File: src/rtl/alu_share_arbiter.sv
// Shares one combinational ALU between two requesters with round-robin arbitration.
// Latency: accept to response pulse is 2 cycles (1 + MULT_LAT cycles for MUL/MULH).
// Backpressure: one op in flight; both readies drop outside IDLE. Responses cannot be stalled.
module alu_share_arbiter #(
    parameter int unsigned MULT_LAT = 3
) (
    input  logic        clk,
    input  logic        rst_n,
    input  logic        req0_valid,
    input  logic [31:0] req0_a,
    input  logic [31:0] req0_b,
    input  logic [3:0]  req0_op,
    output logic        req0_ready,
    input  logic        req1_valid,
    input  logic [31:0] req1_a,
    input  logic [31:0] req1_b,
    input  logic [3:0]  req1_op,
    output logic        req1_ready,
    output logic        rsp0_valid,
    output logic        rsp1_valid,
    output logic [31:0] rsp_result,
    output logic        rsp_branch,
    output logic [31:0] alu_a,
    output logic [31:0] alu_b,
    output logic [3:0]  alu_op,
    input  logic [31:0] alu_result,
    input  logic        alu_branch
);

    typedef enum logic [1:0] {IDLE, EXEC, RESP} state_t;

    localparam logic [3:0] MUL_CNT = 4'(MULT_LAT - 1);

    state_t     state, state_nxt;
    logic       last_grant;
    logic       grant_id;
    logic       grant;
    logic       accept;
    logic [3:0] cnt;
    logic [3:0] sel_op;
    logic       sel_mul;

    // With both ports valid the port that did not win last time is chosen.
    always_comb begin
        grant   = (req0_valid && req1_valid) ? ~last_grant : req1_valid;
        sel_op  = grant ? req1_op : req0_op;
        sel_mul = (sel_op == 4'b1001) || (sel_op == 4'b1011);
    end

    always_ff @(posedge clk or negedge rst_n) begin
        if (!rst_n) begin
            state <= IDLE;
        end else begin
            state <= state_nxt;
        end
    end

    always_comb begin
        state_nxt  = state;
        accept     = 1'b0;
        req0_ready = 1'b0;
        req1_ready = 1'b0;
        rsp0_valid = 1'b0;
        rsp1_valid = 1'b0;
        case (state)
            IDLE: begin
                accept     = req0_valid || req1_valid;
                req0_ready = req0_valid && !grant;
                req1_ready = req1_valid && grant;
                if (accept) begin
                    state_nxt = EXEC;
                end
            end
            EXEC: begin
                if (cnt == 4'd0) begin
                    state_nxt = RESP;
                end
            end
            RESP: begin
                rsp0_valid = !grant_id;
                rsp1_valid = grant_id;
                state_nxt  = IDLE;
            end
            default: state_nxt = IDLE;
        endcase
    end

    // The op registers feed the ALU directly so its inputs stay still while it settles.
    always_ff @(posedge clk or negedge rst_n) begin
        if (!rst_n) begin
            last_grant <= 1'b1;
            grant_id   <= 1'b0;
            cnt        <= 4'd0;
            alu_a      <= 32'd0;
            alu_b      <= 32'd0;
            alu_op     <= 4'd0;
            rsp_result <= 32'd0;
            rsp_branch <= 1'b0;
        end else begin
            if (accept) begin
                grant_id   <= grant;
                last_grant <= grant;
                alu_a      <= grant ? req1_a : req0_a;
                alu_b      <= grant ? req1_b : req0_b;
                alu_op     <= sel_op;
                cnt        <= sel_mul ? MUL_CNT : 4'd0;
            end
            if (state == EXEC) begin
                if (cnt == 4'd0) begin
                    rsp_result <= alu_result;
                    rsp_branch <= alu_branch && (alu_op[3:2] == 2'b11);
                end else begin
                    cnt <= cnt - 4'd1;
                end
            end
        end
    end

endmodule

File: config.mk
export PLATFORM = sky130hd
export DESIGN_NAME = alu_share_arbiter
export DESIGN_NICKNAME = d
export VERILOG_FILES = /design/src/rtl/alu_share_arbiter.sv
export SDC_FILE = /design/constraint.sdc
export NUM_CORES = 1
export LEC_CHECK = 0
export BUFFER_PORTS_ARGS = -buffer_cell sky130_fd_sc_hd__buf_2
export CELL_PAD_IN_SITES_DETAIL_PLACEMENT = 0
export CELL_PAD_IN_SITES_GLOBAL_PLACEMENT = 2
export CORE_MARGIN = 2
export CORE_UTILIZATION = 28
export CTS_CLUSTER_DIAMETER = 120
export CTS_CLUSTER_SIZE = 28
export DETAILED_ROUTE_END_ITERATION = 12
export PLACE_DENSITY = 0.91
export SYNTH_ARGS = -nofsm -noshare
export SYNTH_HDL_FRONTEND = slang
export SYNTH_SLANG_ARGS = --single-unit
File: constraint.sdc
create_clock -name clk -period 2.3 [get_ports clk]
set_clock_uncertainty 0.2 [all_clocks]
set_input_delay 0.23 -clock clk [delete_from_list [all_inputs] [get_ports clk]]
set_output_delay 0.23 -clock clk [all_outputs]
set_load 0.005 [all_outputs]
; ---- Word level (Yosys, flattened, before mapping)
; Cells that the tools add are included.
[totals]
register_bits = 109
inputBits = 173
out_inout_bits = 105
word_cells = 46
[op_classes]
add_sub_neg = 1
eq_ne = 7
n_mux = 16
bitwise = 1
reduce_logical = 12
[op_table]
columns = op, count
row1 = two-way mux 32 bit, 2
row2 = two-way mux 4 bit, 4
row3 = == test 4 bit (second input constant), 2
row4 = two-way mux 1 bit, 6
row5 = two-way mux 2 bit, 3
row6 = == test 2 bit (second input constant), 2
row7 = logical AND 1 bit, 4
row8 = logical NOT 4 bit, 1
row9 = != test 2 bit (second input constant), 2
row10 = one-hot mux 2 bit (2 select lines), 1
row11 = AND reduction 2 bit, 2
row12 = subtractor 4 x 1 -> 4 bit (second input constant), 1
row13 = == test 2 x 1 -> 1 bit (second input constant), 1
row14 = logical NOT 1 bit, 2
row15 = logical NOT 2 bit, 1
row16 = logical OR 1 bit, 2
row17 = inverter 1 bit, 1

; ---- Longest topological paths before layout
[depth]
depth_word = 9
ltp_mapped = 6
mapped_depth_nobuf = 5

; ---- Worst setup path before layout
; OpenSTA, ideal clock, no wires.
[synth_timing]
path_kind = flip-flop to flip-flop
from = register cnt[0]
to = register rsp_result[10]
setup_ps = 125
arrival_time_ps = 1514
required_ps = 1975
path_slack_ps = 461
path_stages_with_launch = 7
path_buffers = 1
synth_period_minus_slack_ps = 1839
path_cell_list = dfrtp_1 > inv_1 > ha_1 > nand3b_1 > nor3_4 > buf_6 > mux2_2
[synth_via]
elab_chain_len = 2
[synth_lines]
columns = item, line
row1 = start: declaration, 39  ; logic [3:0] cnt;
row2 = start signal: assignment, 106  ; cnt <= sel_mul ? MUL_CNT : 4'd0;
row3 = start signal: assignment, 113  ; cnt <= cnt - 4'd1;
row4 = logical NOT 4 bit, 109  ; if (cnt == 4'd0) begin
row5 = AND reduction 2 bit (no line), -
row6 = end signal: assignment, 110  ; rsp_result <= alu_result;
row7 = end: declaration, 21  ; output logic [31:0] rsp_result,
; Every way passes these cells.
; A chain may end at the register's enable or synchronous reset.

; ---- Worst setup path after layout
[layout_timing]
from = register last_grant
to = register alu_op[3]
[layout_via]
elab_chain_len = 3
[layout_lines]
columns = item, line
row1 = start: declaration, 35  ; logic last_grant;
row2 = start signal: assignment, 102  ; last_grant <= grant;
row3 = inverter 1 bit, 45  ; grant = (req0_valid && req1_valid) ? ~last_grant : req1_valid;
row4 = two-way mux 1 bit, 45
row5 = two-way mux 4 bit, 46  ; sel_op = grant ? req1_op : req0_op;
row6 = end signal: assignment, 105  ; alu_op <= sel_op;
row7 = end: declaration, 25  ; output logic [3:0] alu_op,
; Every way passes these cells.

==> key figures <==
Timing
  – Sum Neg Setup Slack: 0 ps
  – Endpoints failing hold: 0
  – Max-slew violation count: 0
  – Rel. slew slack: 69.6%
  – Final setup vio count: 0
  – Final worst setup slack: 273 ps
  – Period minus WS final: 2030 ps
  – Max Fclk: 0.493 GHz
  – RSZ-0062 raised after global routing: no
  – Slew @ Worst Pin: 451 ps
  – Period utilisation layout: 88.1%

Clock tree
  – Root buffer cell: clkbuf_16
  – Longest Clk Path Bufs: 2
  – Clk Latency, worst-skew pair: 350 ps
  – H-tree levels: 3
  – Num Clock Sinks: 109
  – CTS tree: yes
  – Post-cts repair resize count: 0
  – Num CTS Buffers: 9
  – # Post-CTS Setup Buffers: 0
  – Hold buffer count at cts: 35
  – CTS clk-pin slew, worst paths: 80 ps

Placement
  – Final HPWL DP: 9.76 mm
  – Port Buffers: 277
  – GPL Wtd Cong: 0.753
  – Worst slack, placed: 375 ps

Layout
  – Layout cells sized above 1: 72.6%
  – Layout Nets: 819
  – Number of fill cells: 1628
  – ANT cells: 0
  – Synthesis-to-finish area growth: 46.6%

Critical path
  – Critical Path RT: 2320 ps
  – Critical path class: reg2reg
  – Crit. End Element: flop
  – Worst-path fanout max: 50
  – Arrival @ worst endpoint: 2050 ps
  – FF-to-FF path depth: 5
  – R2R Setup Slk: 270 ps
  – CP Launch Type: flop

Floorplanning
  – IO Count: 278
  – Die Ht: 138 um
  – Rows: 48
  – Die W: 138 um
  – Initial Util: 28.8%
  – Die area: 0.0189 mm^2
  – Total core area: 0.0174 mm^2

GRT
  – Initial antenna violation count: 0
  – Global-route wire length before repair: 19.2 mm
  – Overall routing resource usage: 13.1%
  – Largest net degree at the start of global routing: 54
  – Vias in the first global route: 4041
  – Grt ovf: 0

Route
  – DRC violations left: 0
  – Wire per inst: 14.7 um
  – Final WL: 12.9 mm
  – TritonRoute pass-1 iters: 4
  – Via density: 4.45
  – Via count: 3896
  – Post-route ant nets: 0
  – DRT iter0 DRCs: 98

Synth
  – Sequential area share after synthesis: 54.6%
  – Top-area cell type share of the netlist area: 54.0%
  – Number of flops mapped to enable cells by yosys: 0
  – Post-Syn Nets: 505
  – Most instantiated cells after synthesis: 167 x mux2_2, 108 x dfrtp_1, 11 x buf_2, 6 x buf_6
  – FFs w/ async S/R, synth: 100%
  – Cell variety after synth: 28
  – Top cell type by total area after synthesis: dfrtp_1
  – Dominant cells by area after synthesis: dfrtp_1 54%, mux2_2 38%, buf_6 1.4%
  – Cell Area, Synth: 0.00500 mm^2
  – Main synth FF type: dfrtp_1
  – Syn avg cell area: 15.1 um^2
  – Cell count after synthesis: 331
  – Yosys reg bits: 109
  – Top-count cell post-synth: mux2_2
  – Synth warn: 0

Worst hold path
  – WHS Path Cells: 3
  – Hold crit path type: in2reg

Status
  – Status: finished, final reports clean

Run
  – Max-cap viol count: 0

Pwr
  – PwrDens: 1190 mW/mm^2
  – Leakage: 0.00349 uW
  – Worst VDD drop: 620 uV
==> path summary, 6_finish.rpt <==
check                           startpoint              to
worst max-delay path            last_grant       alu_op[3]
worst min register to register   alu_b[24]       alu_b[24]
min in group asynchronous            rst_n  rsp_result[22]
max in group asynchronous            rst_n       alu_b[27]
worst max register to register  last_grant       alu_op[3]
worst min-delay path            req1_a[20]       alu_a[20]
==> per-stage QoR <==
stage	cell area [um^2]	std cells	utilization [%]	hold slack, ps	total power [uW]
after floorplan	5000	331	-	-266	5580
after global placement	6670	824	38.4	-4.29	7000
after detailed placement	6670	824	38.4	-2.13	7160
after CTS	7330	875	42.2	13.4	8880
after global routing	7330	875	42.2	31.1	9350
final	7330	875	42.2	31.3	8730
==> area by class of cell <==
cell class / instances / area (um^2) / area share, %
Clock inverter: 7 / 88.8 / 1.21
Multi-Input combinational cell: 203 / 2150 / 29.3
Timing Repair Buffer: 320 / 1850 / 25.2
Inverter: 2 / 7.51 / 0.102
Tap cell: 225 / 282 / 3.84
Clock buffer: 9 / 225 / 3.07
Sequential cell: 109 / 2730 / 37.2
==> cells in the final DEF, fill, tap and decap left out, types with 2 or more instances in the layout <==
master | Yosys | final
o221ai_1 | 2 | 2
buf_12 | 0 | 4
a21o_1 | 2 | 2
mux2_2 | 167 | 167
buf_4 | 0 | 5
dlygate4sd3_1 | 0 | 35
nor3b_1 | 2 | 2
or3_1 | 3 | 3
nor2_1 | 4 | 4
clkbuf_16 | 0 | 9
nand3b_1 | 3 | 3
inv_1 | 2 | 2
dfrtp_1 | 108 | 108
o21ai_0 | 4 | 4
buf_2 | 11 | 276
inv_8 | 0 | 3
nand2_1 | 2 | 2
==> state kept, by name, indices dropped and copies added, names as in the netlist <==
name and count:
cnt 4, rsp_result 32, state 2, alu_a 32
rsp_branch 1, last_grant 1, alu_b 32, grant_id 1
alu_op 4
==> per-layer routing <==
metal	vias to the layer above	part of all wire (%)	track usage [%]
met1	1871	37	13.8
met2	173	53	24.8
li1	1830	-	-
met5	-	0	0
met4	0	2.4	6.19
met3	22	7.8	2.54
==> worst max-delay path: stages, from the launching register on <==
cell and delay (ps):
dfstp_2 390, a21boi_4 190, buf_12 260, mux2i_1 220, dlygate4sd3_1 570, o21ai_0 70
==> power by group <==
group / switching (uW) / leakage, uW / internal, uW / total, uW
logic: 1490 / 0.00205 / 2180 / 3670
registers: 520 / 0.00129 / 2920 / 3440
clock network: 756 / 0.000152 / 874 / 1630
==> kinds of logic (layout without fill, tap and decap cells) <==
kind of cell / count (synthesis) / count (layout) / synth area share, %
adders and majority gates: 1 / 1 / 0.250
DFF: 109 / 109 / 54.6
and+or+nand+nor: 21 / 21 / 2.80
buffers and inverters: 19 / 338 / 2.60
muxes: 169 / 169 / 38.0
AOI/OAI and AO/OA: 12 / 12 / 1.75
Power figures use the tool's default switching activity.
